$ cat src/rtl/bomberman_pkg.sv
// Shared definitions for the bomberman drawing subsystem.
// Holds the screen geometry, the requester index map used by the draw port
// arbiter, and the arbiter state encoding.
package bomberman_pkg;

    localparam int SCREEN_X_W = 8;  // 160-pixel wide screen
    localparam int SCREEN_Y_W = 7;  // 120-pixel tall screen
    localparam int COLOUR_W   = 3;

    // Requester slots on the shared VGA write port
    localparam int REQ_LOADER = 0;
    localparam int REQ_ERASE  = 1;
    localparam int REQ_DRAW   = 2;

    typedef enum logic [1:0] {
        ST_IDLE    = 2'd0,
        ST_GRANT   = 2'd1,
        ST_RELEASE = 2'd2
    } arb_state_t;

endpackage

$ cat src/rtl/rr_pick.sv
// Combinational round-robin picker.
// Searches req starting one slot after last, wrapping around, and returns the
// first asserted index.
//   req    : request vector
//   last   : index granted most recently
//   winner : selected index (0 when valid is low)
//   valid  : at least one request is asserted
module rr_pick #(
    parameter int NUM_REQ = 3,
    parameter int IDX_W   = (NUM_REQ > 1) ? $clog2(NUM_REQ) : 1
) (
    input  logic [NUM_REQ-1:0] req,
    input  logic [IDX_W-1:0]   last,
    output logic [IDX_W-1:0]   winner,
    output logic               valid
);

    always_comb begin
        int idx;
        idx    = 0;
        winner = '0;
        valid  = 1'b0;
        // Walk from the farthest slot to the nearest so the nearest asserted
        // request (the round-robin winner) is the one that sticks.
        for (int k = NUM_REQ; k >= 1; k--) begin
            idx = (int'(last) + k) % NUM_REQ;
            if (req[IDX_W'(idx)]) begin
                winner = IDX_W'(idx);
                valid  = 1'b1;
            end
        end
    end

endmodule

$ cat src/rtl/draw_port_arbiter.sv
// Draw port arbiter: shares the single VGA adapter write port between the
// background loader, sprite eraser and sprite drawer.
// One requester is granted at a time in round-robin order and keeps the port
// until it signals done, drops its request, or the hold watchdog fires.
//   clock, resetn       : clock, asynchronous active-low reset
//   req, done           : per-requester request level and job-finished strobe
//   x_in, y_in,
//   colour_in, plot_in  : flattened per-requester pixel buses
//   grant               : registered one-hot grant
//   vga_x, vga_y,
//   vga_colour, vga_plot: muxed pixel bus of the granted requester (0 if none)
//   busy                : high in GRANT or RELEASE
//   draw_complete       : one-cycle pulse when a job ends through done
//   timeout             : sticky watchdog flag, cleared only by reset
//   state_dbg           : current FSM state
// Handshake: a requester holds req high for the whole job; its pixel strobes
// reach the adapter only while grant[i] is high; done[i] is taken in any
// cycle of the grant and ends the job, after which one RELEASE cycle
// separates it from the next grant.
module draw_port_arbiter #(
    parameter int NUM_REQ  = 3,
    parameter int X_W      = bomberman_pkg::SCREEN_X_W,
    parameter int Y_W      = bomberman_pkg::SCREEN_Y_W,
    parameter int COLOUR_W = bomberman_pkg::COLOUR_W,
    parameter int MAX_HOLD = 20000
) (
    input  logic                         clock,
    input  logic                         resetn,
    input  logic [NUM_REQ-1:0]           req,
    input  logic [NUM_REQ-1:0]           done,
    input  logic [NUM_REQ*X_W-1:0]       x_in,
    input  logic [NUM_REQ*Y_W-1:0]       y_in,
    input  logic [NUM_REQ*COLOUR_W-1:0]  colour_in,
    input  logic [NUM_REQ-1:0]           plot_in,
    output logic [NUM_REQ-1:0]           grant,
    output logic [X_W-1:0]               vga_x,
    output logic [Y_W-1:0]               vga_y,
    output logic [COLOUR_W-1:0]          vga_colour,
    output logic                         vga_plot,
    output logic                         busy,
    output logic                         draw_complete,
    output logic                         timeout,
    output logic [1:0]                   state_dbg
);
    import bomberman_pkg::*;

    localparam int IDX_W = (NUM_REQ > 1) ? $clog2(NUM_REQ) : 1;
    localparam int CNT_W = (MAX_HOLD > 1) ? $clog2(MAX_HOLD) : 1;

    arb_state_t           state, state_nx;
    logic [IDX_W-1:0]     last_q, last_nx;
    logic [IDX_W-1:0]     gidx_q, gidx_nx;
    logic [CNT_W-1:0]     cnt_q, cnt_nx;
    logic [NUM_REQ-1:0]   grant_q, grant_nx;
    logic                 normal_q, normal_nx;  // current RELEASE came from done
    logic                 timeout_q, timeout_nx;

    logic [IDX_W-1:0]     pick_idx;
    logic                 pick_valid;

    rr_pick #(
        .NUM_REQ (NUM_REQ),
        .IDX_W   (IDX_W)
    ) u_pick (
        .req    (req),
        .last   (last_q),
        .winner (pick_idx),
        .valid  (pick_valid)
    );

    always_ff @(posedge clock or negedge resetn) begin
        if (!resetn) begin
            state     <= ST_IDLE;
            last_q    <= IDX_W'(NUM_REQ - 1);  // requester 0 wins first
            gidx_q    <= '0;
            cnt_q     <= '0;
            grant_q   <= '0;
            normal_q  <= 1'b0;
            timeout_q <= 1'b0;
        end else begin
            state     <= state_nx;
            last_q    <= last_nx;
            gidx_q    <= gidx_nx;
            cnt_q     <= cnt_nx;
            grant_q   <= grant_nx;
            normal_q  <= normal_nx;
            timeout_q <= timeout_nx;
        end
    end

    always_comb begin
        state_nx   = state;
        last_nx    = last_q;
        gidx_nx    = gidx_q;
        cnt_nx     = cnt_q;
        grant_nx   = grant_q;
        normal_nx  = normal_q;
        timeout_nx = timeout_q;
        case (state)
            ST_IDLE: begin
                if (pick_valid) begin
                    state_nx = ST_GRANT;
                    grant_nx = NUM_REQ'(1) << pick_idx;
                    last_nx  = pick_idx;
                    gidx_nx  = pick_idx;
                    cnt_nx   = '0;
                end
            end
            ST_GRANT: begin
                if (done[gidx_q]) begin
                    state_nx  = ST_RELEASE;
                    grant_nx  = '0;
                    normal_nx = 1'b1;
                end else if (!req[gidx_q]) begin
                    state_nx  = ST_RELEASE;
                    grant_nx  = '0;
                    normal_nx = 1'b0;
                end else if (cnt_q == CNT_W'(MAX_HOLD - 1)) begin
                    state_nx   = ST_RELEASE;
                    grant_nx   = '0;
                    normal_nx  = 1'b0;
                    timeout_nx = 1'b1;
                end else begin
                    // Only incremented while staying, so it never wraps.
                    cnt_nx = cnt_q + 1'b1;
                end
            end
            ST_RELEASE: begin
                state_nx  = ST_IDLE;
                normal_nx = 1'b0;
            end
            default: begin
                state_nx  = ST_IDLE;
                grant_nx  = '0;
                normal_nx = 1'b0;
            end
        endcase
    end

    logic in_grant;
    assign in_grant = (state == ST_GRANT);

    assign grant         = grant_q;
    assign busy          = (state != ST_IDLE);
    assign draw_complete = (state == ST_RELEASE) && normal_q;
    assign timeout       = timeout_q;
    assign state_dbg     = state;

    assign vga_x      = in_grant ? x_in[int'(gidx_q) * X_W +: X_W] : '0;
    assign vga_y      = in_grant ? y_in[int'(gidx_q) * Y_W +: Y_W] : '0;
    assign vga_colour = in_grant ? colour_in[int'(gidx_q) * COLOUR_W +: COLOUR_W] : '0;
    assign vga_plot   = in_grant & plot_in[gidx_q];

endmodule

$ cat config.mk
export PLATFORM = sky130hd
export DESIGN_NAME = draw_port_arbiter
export DESIGN_NICKNAME = d
export VERILOG_FILES = /design/src/rtl/bomberman_pkg.sv /design/src/rtl/rr_pick.sv /design/src/rtl/draw_port_arbiter.sv
export SDC_FILE = /design/constraint.sdc
export NUM_CORES = 1
export LEC_CHECK = 0
export ABC_AREA = 1
export CAP_MARGIN = 10
export CELL_PAD_IN_SITES_DETAIL_PLACEMENT = 1
export CELL_PAD_IN_SITES_GLOBAL_PLACEMENT = 1
export CORE_UTILIZATION = 30
export DETAILED_ROUTE_END_ITERATION = 6
export GPL_TIMING_DRIVEN = 0
export PLACE_DENSITY_LB_ADDON = 0.15
export SLEW_MARGIN = 10
export SYNTH_ARGS = -nofsm -noshare
export SYNTH_HDL_FRONTEND = slang
export SYNTH_SLANG_ARGS = --single-unit
$ cat constraint.sdc
create_clock -name clock -period 4 [get_ports clock]
set_clock_uncertainty 0.15 [all_clocks]
set_input_delay 0.6 -clock clock [delete_from_list [all_inputs] [get_ports clock]]
set_output_delay 0.6 -clock clock [all_outputs]
set_load 0.005 [all_outputs]
# Word-level counts from Yosys, hierarchy flattened
# Index checks and enable logic that the tools add are counted.
[classes]
n_addsub = 4
n_mul = 2
div = 3
order_cmp = 4
n_eq_ne = 8
shifts = 4
muxes = 43
n_bitwise = 4
reduce_logical = 10
[op_table]
columns = ["cell", "count"]
rows = [
  ["$mod 32x3->32 const B", 3],
  ["$mux 15", 4],
  ["$pmux 15 s2", 1],
  ["$shiftx 24x6->8", 1],
  ["$shiftx 21x6->7", 1],
  ["$add 15x1->15 const B", 1],
  ["$eq 15x15->1 const B", 1],
  ["$mux 1", 15],
  ["$mux 3", 5],
  ["$mux 2", 7],
  ["$bmux 1 s2", 6],
  ["$lt 2x4->1 const B", 3],
  ["$pmux 3 s3", 1],
  ["$shiftx 9x5->3", 1],
  ["$mux 8", 1],
  ["$mux 7", 1],
  ["$add 2x2->3 const B", 2],
  ["$ne 2x2->1 const B", 3],
  ["$reduce_and 2->1", 3],
  ["$mul 2x3->5 const B", 1],
  ["$reduce_and 5->1", 1],
  ["$mul 2x2->4 const B", 1],
  ["$ne 4x3->1 const B", 1],
  ["$pmux 2 s2", 1],
  ["other kinds (14)", 17],
]
[totals]
reg_bits = 26
inputBits = 65
output_inout_bits = 27
wordCells = 89

# Logic depth before layout (Yosys ltp)
[depth]
depth_word = 11
ltp_mapped = 13
mapped_depth_nobuf = 11

# Hierarchy
# Synthesis repeated with hierarchy kept, for this count alone.
[unflattened]
cells_unflattened = 385
hier_area_um2 = 2292.2
[modules_own_cells]
columns = ["module", "instances", "cells_per_inst", "area_each_um2", "seq_area_each_um2"]
rows = [
  ["draw_port_arbiter", 1, 344, 2074.5, 626.9],
  ["rr_pick", 1, 41, 217.7, 0.0],
]

# Worst setup path before layout
# OpenSTA, ideal clock, no wires.
[synth_timing]
path_type = "register to register"
from = "register last_q[0]"
to = "register cnt_q[10]"
setup_ns = 0.117
arrival_ns = 1.830
required_ns = 3.733
path_slack_ns = 1.904
stages_incl_launch_ff = 12
n_path_buf = 2
period_less_slack_ns = 2.096
cell_sequence = "dfrtp_1 > inv_2 > clkbuf_1 > ha_1 > nand2_1 > nand3_1 > nand2_1 > nor2_1 > nand3_2 > buf_4 > nand3_1 > nand2_1"
[synth_between]
elab_chain_len = 10
elab_cells_between_ends = 20
classes_between = "3 x add/sub; 3 x div; 1 x eq/ne; 12 x mux; 1 x reduce/logical"
[synth_rtl]
columns = ["element", "line", "text"]
rows = [
  ["start, declared", "draw_port_arbiter.sv:51", "logic [IDX_W-1:0] last_q, last_nx;"],
  ["start signal, assigned", "draw_port_arbiter.sv:74", "last_q <= IDX_W'(NUM_REQ - 1);"],
  ["start signal, assigned", "draw_port_arbiter.sv:82", "last_q <= last_nx;"],
  ["$add 2x2->3", "rr_pick.sv:26", "idx = (int'(last) + k) % NUM_REQ;"],
  ["$mod 32x3->32", "rr_pick.sv:26", ""],
  ["$bmux 1 s2", "rr_pick.sv:27", "if (req[IDX_W'(idx)]) begin"],
  ["$mux 1 (not written as such) (2 in series)", "rr_pick.sv:27", ""],
  ["$mux 1 (2 in series)", "rr_pick.sv:27", ""],
  ["$mux 1 *", "rr_pick.sv:27", ""],
  ["$ne 2x2->1 (no line) *", "-", ""],
  ["$reduce_and 5->1 (no line) *", "-", ""],
  ["end signal, assigned", "draw_port_arbiter.sv:84", "cnt_q <= cnt_nx;"],
  ["end, declared", "draw_port_arbiter.sv:53", "logic [CNT_W-1:0] cnt_q, cnt_nx;"],
]
# Mark *: on every way between the ends. The rest lies on a longest branch, timed or not. The select of a mux whose other input is x is not followed.
# A chain may end at the register's enable or synchronous reset.

==> impl_metrics.json <==
{
  "clock_path_buffers": 2,
  "r2r-start": "last_q[0]$_DFFE_PN0P_",
  "final_cell_mix": "nand2_1, clkdlybuf4s50_1, nor2_1",
  "power.density_nw_per_um2": 549.6,
  "worstSetupStartpointType": "flip-flop",
  "grtUsageMet2": 0.3793,
  "finalSetupTns_ps": 0,
  "first_pass_iters": 4,
  "syn_area_per_cell_sq_um": 5.865,
  "synth_ff_type": "dfrtp_1",
  "cts.hold.buffers_added": 0,
  "p_clk_frac": 0.093,
  "numCtsBuffers": 3,
  "switching_share": 0.4887,
  "cts_root_buffer": "clkbuf_8",
  "grt_util_met1": 0.2556,
  "cp.required_ps": 3250,
  "final_core_util": 0.4708,
  "grt.overflow.total": 0,
  "start_util": 0.3159,
  "tightest_slew_ps": 573.5,
  "max-slew-margin-rel": 0.6177,
  "drtIter0Drc": 96,
  "yosysWarnings": 0,
  "ys_seq_elements": 25,
  "met3_usage": 0.06161,
  "fill_cells": 930,
  "postRouteWirelength_microns": 7702,
  "io_buffers": 91,
  "ff2ff_setup_slack_ps": 1310,
  "syn_to_final_growth_pct": 49.06,
  "final_layout_size_suffix_gt1_frac": 0.04691,
  "layout_commonest_cell": "nand2_1",
  "cp_data_arrival_time_ps": 2380,
  "post-cts-setup-buffers": 0,
  "ir_worst_vdd_mv": 0.2013,
  "comb_power_share": 0.713,
  "grt_usage": 0.2142,
  "n_antenna_cell": 0,
  "grt_max_degree": 26,
  "reg2regPathDepth": 11,
  "drcViolationCount": 0,
  "insertion_delay_ps": 280,
  "cp_max_fo": 10,
  "grt_pass1_vias": 2833,
  "grt_pass1_wl_microns": 12800,
  "die_h_microns": 87.51,
  "final-hold-violation-count": 0,
  "vias": 2711,
  "synth_edf_count": 0,
  "clock.fmax_mhz": 319.3,
  "p_int_uw": 918.7,
  "pwr-share-seq": 0.194,
  "syn-num-nets": 444,
  "rows": 30,
  "syn_inst": 374,
  "critPathKind": "flip-flop to output pin",
  "power_leakage_nw": 1.471,
  "period_minus_slack_ps": 3132,
  "cts_resized": 0,
  "p_switching_uw": 878.3,
  "wire_per_inst_microns": 13.63,
  "rsz0062_at_grt": "no",
  "synth_cell_types": 29,
  "setup_viol": 0,
  "synth_sequential_area_ratio": 0.2858,
  "cts_tree": "done",
  "place_hpwl_microns": 6380,
  "die_x_microns": 87.51,
  "final_nets": 540,
  "status": "completed",
  "postRouteAntennaNets": 0,
  "die_area_sq_um": 7657,
  "viasPerCell": 4.798,
  "busiest_layer": "met2",
  "syn_area_sq_um": 2193,
  "gp_congestion": 0.7986,
  "drv_cap": 0,
  "clkTransAtPathRegs_ps": 100,
  "reg2reg_to": "cnt_q[6]$_DFFE_PN0P_",
  "io_pins": 92,
  "end_kind": "output pin",
  "coreArea_sq_um": 6944,
  "htreeDepth": 1,
  "fin_crit_sh": 0.7830,
  "slew_violations": 0,
  "async_flop_share": 1.000,
  "grt_antenna_before_repair": 0,
  "hold_path_class": "primary input to async pin",
  "clock-sinks": 25
}
-- per-layer routing --
metal / share of wire / routed length [microns]
met5: 0 / 0
met4: 0.0095 / 73
met3: 0.067 / 515
met2: 0.49 / 3766
met1: 0.43 / 3347
-- how the worst max path moves through the flow --
stage                                startpoint                    end  cells after the start
after floorplan           last_q[0]$_DFFE_PN0P_  cnt_q[10]$_DFFE_PN0P_                     11
after global routing      last_q[0]$_DFFE_PN0P_               vga_x[6]                      6
after CTS                 last_q[0]$_DFFE_PN0P_               vga_x[5]                      6
after global placement    last_q[0]$_DFFE_PN0P_               vga_y[3]                      6
after detailed placement  last_q[0]$_DFFE_PN0P_               vga_x[5]                      6
final                     last_q[0]$_DFFE_PN0P_               vga_x[5]                      6
-- sequential cells by signal, indices dropped and copies added (netlist names) --
name	flops
normal_q	1
state_dbg	2
gidx_q	1
cnt_q	15
grant	3
last_q	2
timeout	1
-- critical path, cell delays in order, from the launching register on --
cell and delay (ps):
dfrtp_1 480, nor2_1 160, buf_2 240, buf_1 390
nand2_1 100, a21oi_1 170, clkdlybuf4s50_1 550
-- per-stage QoR --
step                setup slack (ps)  instances  cell area, sq um  hold WS [ps]  power, mW
finish                         868.0        565              3269         147.7      1.797
floorplan                       1904        374              2193         154.4      1.090
detailed placement              1116        561              3224         321.9      1.658
global placement                1175        561              3224         305.6      1.630
CTS                            781.3        565              3274         347.9      1.834
global route                   639.7        565              3269         179.5      1.985
-- kinds of logic (layout without fill, tap and decap cells) --
kind of cell,after synthesis,in the layout,share of synthesized area
and+or+nand+nor,241,241,0.4558
AOI/OAI and AO/OA,51,51,0.1221
buffers and inverters,48,143,0.09184
adders and majority gates,5,5,0.02852
DFF,25,25,0.2858
xor gates and xnor gates,4,4,0.01598
-- cells in the mapped netlist (2+ instances only) --
library cell / count / area share
a21oi_1: 22 / 0.050
buf_2: 5 / 0.011
buf_4: 2 / 0.0068
clkbuf_1: 7 / 0.012
dfrtp_1: 24 / 0.27
ha_1: 5 / 0.029
inv_1: 29 / 0.050
inv_2: 3 / 0.0051
nand2_1: 120 / 0.21
nand3_1: 33 / 0.075
nand4_1: 8 / 0.023
nor2_1: 73 / 0.12
o21ai_0: 24 / 0.055
o21bai_1: 2 / 0.0068
xor2_1: 3 / 0.012
-- cell type report --
cell class              count  area [sq um]  area share
plain buffers              16         81.33     0.02488
flip-flops and latches     25         626.9      0.1917
multi-input cells         301          1365      0.4175
clock inverters             1         8.758    0.002679
clock buffers               3         41.29     0.01263
repair buffers             91         905.9      0.2771
inverters                  32         120.1     0.03674
well taps                  96         120.1     0.03674
-- power by group through the flow --
stage	logic [mW]	clock network [mW]	registers (mW)
4_1_cts	1.31	0.174	0.349
3_5_place_dp	1.31	0	0.353
2_1_floorplan	0.747	0	0.344
3_3_place_gp	1.28	0	0.352
6_report	1.28	0.166	0.349
5_1_grt	1.44	0.186	0.356
Power figures use the tool's default switching activity.
==> RTL edit 1 (same settings) <==
Register the output `state_dbg` once more, without a reset; this adds one clock of latency there. The other outputs are not delayed to match.
--- a/src/rtl/draw_port_arbiter.sv
+++ b/src/rtl/draw_port_arbiter.sv
@@ -145,5 +145,7 @@
     assign draw_complete = (state == ST_RELEASE) && normal_q;
     assign timeout       = timeout_q;
-    assign state_dbg     = state;
+    always_ff @(posedge clock) begin
+        state_dbg <= state;
+    end
 
     assign vga_x      = in_grant ? x_in[int'(gidx_q) * X_W +: X_W] : '0;
Behaviour: not the same (a bounded check fails within 4 cycles, from zero or initial values and one cycle with resetn low).
==> RTL edit 1 against the unedited design <==
Register-to-register slack gained 0.02 ns. Total power shrank 5.4%. Sequential cell count grew 2. Non-clock buffer count shrank 2. Worst setup slack gained 0.097 ns. Hold slack gained 0.0064 ns. Synthesized area shrank 0.80%. Core utilization is essentially flat. Wire length grew 0.74%. Final area shrank 0.54%. Synthesized cell count shrank 6.4%. Largest cell class unchanged. Final cell count shrank 4.2%. Critical path type unchanged. Critical endpoint is now vga_y[4].
==> RTL edit 1: results <==
export IMPL_cts_made_buffers=3
export IMPL_grt_met2_usage=0.376
export IMPL_synth_area_leaders="dfrtp_1 (28%), nand2_1 (17%), nor2_1 (12%)"
export IMPL_nets=516
export IMPL_worstPathArrival_ns=2.29
export IMPL_ys_warn_count=0
export IMPL_drive_above_1_share=0.0607
export IMPL_dp_cells=537
export IMPL_yosys_area_share_adder=0.0288
export IMPL_slew_headroom=0.614
export IMPL_post_drt_wl_per_cell_um=14.3
export IMPL_seq_power_share=0.223
export IMPL_totalWireLength_mm=7.76
export IMPL_wl_met3_um=457
export IMPL_vias=2645
export IMPL_seq_power_mw=0.379
export IMPL_synth_top_family_by_area="simple AND/OR/NAND/NOR gates"
export IMPL_path_max_fanout=10
export IMPL_io_buffers=91
export IMPL_setup_viol=0
export IMPL_grt_met3_usage=0.0284
export IMPL_syn_nets=420
export IMPL_use_met1=0.276
export IMPL_post_cts_resized=0
export IMPL_grt_busiest_layer="met2"
export IMPL_n_fill_cell=952
export IMPL_peakVddDrop_mv=0.336
export IMPL_hpwl_mm=6.12
export IMPL_dp_slack_ns=1.24
export IMPL_wl_met1_mm=3.67
export IMPL_p_comb_mw=1.15
export IMPL_route_top_layer_used="met4"
export IMPL_status="finished clean"
export IMPL_antenna_cells=0
export IMPL_synth_compound_area_frac=0.106
export IMPL_drt_first_pass_iters=4
export IMPL_antenna_found_initial=0
export IMPL_grt_pass1_vias=2680
export IMPL_yosysSeqAreaShare=0.306
export IMPL_static_leakage_power_nw=1.39
export IMPL_synth_xor_area_frac=0.0362
export IMPL_synthTopCellsByCount="nand2_1 (99), nor2_1 (70), nand3_1 (37)"
export IMPL_hold_class="primary input to async pin"
export IMPL_synth_async_reset_ratio=0.926
export IMPL_grt_pass1_wl_mm=12.9
export IMPL_track_usage=0.212
export IMPL_internal_power_mw=0.893
export IMPL_post_cts_buffers=0
export IMPL_gp_congestion=0.813
export IMPL_wl_met2_mm=3.58
export IMPL_drt_iter0_drc=72
export IMPL_postPlaceCellArea_um2=3210
export IMPL_netlist_instances=350
-- RTL edit 1: worst paths after layout --
path / startpoint / end / slack, ns / cells after the start
worst max-delay path: last_q[0] / vga_y[4] / 0.96 / 6
worst min-delay path: resetn / cnt_q[8] / 0.15 / 1
worst max register to register: last_q[0] / cnt_q[2] / 1.33 / 13
worst min register to register: state[0] / state_dbg[0] / 0.31 / 0
max in group asynchronous: resetn / cnt_q[0] / 3.17 / 1
min in group clock: state[0] / state_dbg[0] / 0.31 / 0
-- RTL edit 1: final cells by class --
class	count	area, um^2	area share
inverters	24	90.1	0.0277
clock buffers	3	41.3	0.0127
repair buffers	91	906	0.279
plain buffers	14	76.3	0.0235
multi-input cells	285	1340	0.413
clock inverters	1	8.76	0.00269
well taps	96	120	0.0369
flip-flops and latches	27	667	0.205
-- RTL edit 1: worst max-delay path: stages (launching register included) --
cell	delay, ns
dfrtp_1	0.49
nor2_1	0.21
buf_2	0.26
buf_2	0.26
nand2_1	0.07
a21oi_1	0.19
clkdlybuf4s50_1	0.52
==> RTL edit 2 (config.mk and constraints unchanged) <==
Without the edit above. The package constant `SCREEN_Y_W` goes from 7 to 14.
--- a/src/rtl/bomberman_pkg.sv
+++ b/src/rtl/bomberman_pkg.sv
@@ -5,5 +5,5 @@
 
     localparam int SCREEN_X_W = 8;  // 160-pixel wide screen
-    localparam int SCREEN_Y_W = 7;  // 120-pixel tall screen
+    localparam int SCREEN_Y_W = 14;  // 120-pixel tall screen
     localparam int COLOUR_W   = 3;
 
Interface: changed (resized vga_y and y_in); port bits go from 92 to 120. No check against the original RTL was run, so the function may have changed too.
==> RTL edit 2 against the unedited design <==
Sequential share of layout area is 2.2 points lower. Hold slack better by 0.010 ns. Register-to-register slack worse by 0.30 ns. Critical path depth stayed put. Total power is 17% higher. Non-clock buffer count is 31 higher. Synthesized area is 7.0% higher. Final area is 13% higher. Worst setup slack worse by 0.16 ns. Sequential cell count stayed put. Wire length is 22% higher. Critical endpoint is now vga_y[8]. Largest cell class unchanged.
==> RTL edit 2: results <==
export IMPL_switchingPower_mw=1.05
export IMPL_drive_above_1_share=0.0417
export IMPL_grt_pass1_wl_mm=15.4
export IMPL_path_max_fanout=11
export IMPL_n_fill_cell=1001
export IMPL_internal_power_mw=1.05
export IMPL_hpwl_mm=7.73
export IMPL_drt_iter0_drc=93
export IMPL_yosysSeqAreaShare=0.267
export IMPL_drt_first_pass_iters=4
export IMPL_cpPeakStageDelay_ns=0.57
export IMPL_fin_cells=626
export IMPL_grt_pass1_vias=3191
export IMPL_seq_power_mw=0.355
export IMPL_rr_worst_depth=12
export IMPL_wl_met3_um=761
export IMPL_crit_end="vga_y[8]"
export IMPL_dp_slack_ns=0.968
export IMPL_synthTopCellsByCount="nand2_1 (118), nor2_1 (87), nand3_1 (35)"
export IMPL_use_met1=0.261
export IMPL_wl_met2_mm=4.70
export IMPL_wl_met1_mm=3.87
export IMPL_worstPathArrival_ns=2.54
export IMPL_io_buffers=119
export IMPL_worst_pin_slew_ns=0.640
export IMPL_syn_nets=495
export IMPL_gp_congestion=0.810
export IMPL_static_leakage_power_nw=1.59
export IMPL_dp_cells=622
export IMPL_layout_setup_ws_ns=0.711
export IMPL_status="finished clean"
export IMPL_totalWireLength_mm=9.42
export IMPL_netlist_instances=404
export IMPL_grt_met3_usage=0.0657
export IMPL_synth_area_leaders="dfrtp_1 (26%), nand2_1 (19%), nor2_1 (14%)"
export IMPL_peakVddDrop_mv=0.189
export IMPL_r2r_setup_slack_ns=1.01
export IMPL_antenna_found_initial=0
export IMPL_grt_met2_usage=0.434
export IMPL_postPlaceCellArea_um2=3660
export IMPL_ys_types=25
export IMPL_r2r_end="cnt_q[5]"
export IMPL_track_usage=0.232
export IMPL_vias_per_cell=4.90
export IMPL_p_comb_mw=1.59
-- RTL edit 2: final cells by class --
class | count | area, um^2 | share of cell area
plain buffers | 19 | 96.3 | 0.0260
clock buffers | 4 | 45.0 | 0.0122
inverters | 28 | 105 | 0.0284
multi-input cells | 332 | 1520 | 0.410
flip-flops and latches | 25 | 627 | 0.169
well taps | 99 | 124 | 0.0335
repair buffers | 119 | 1190 | 0.320
-- RTL edit 2: kinds of logic after synthesis --
group | Yosys count | share of synthesized area
compound gates | 61 | 0.132
xor+xnor | 4 | 0.0149
fa+ha+maj | 5 | 0.0267
buf+inv | 47 | 0.0858
flops | 25 | 0.267
simple gates | 262 | 0.473
-- RTL edit 2: worst min path at each step --
stage	to	slack (ns)	cells after the start
floorplan	cnt_q[0]	0.15	0
global placement	timeout	0.30	2
detailed placement	normal_q	0.32	2
CTS	normal_q	0.34	2
global route	cnt_q[3]	0.21	1
finish	cnt_q[3]	0.16	1
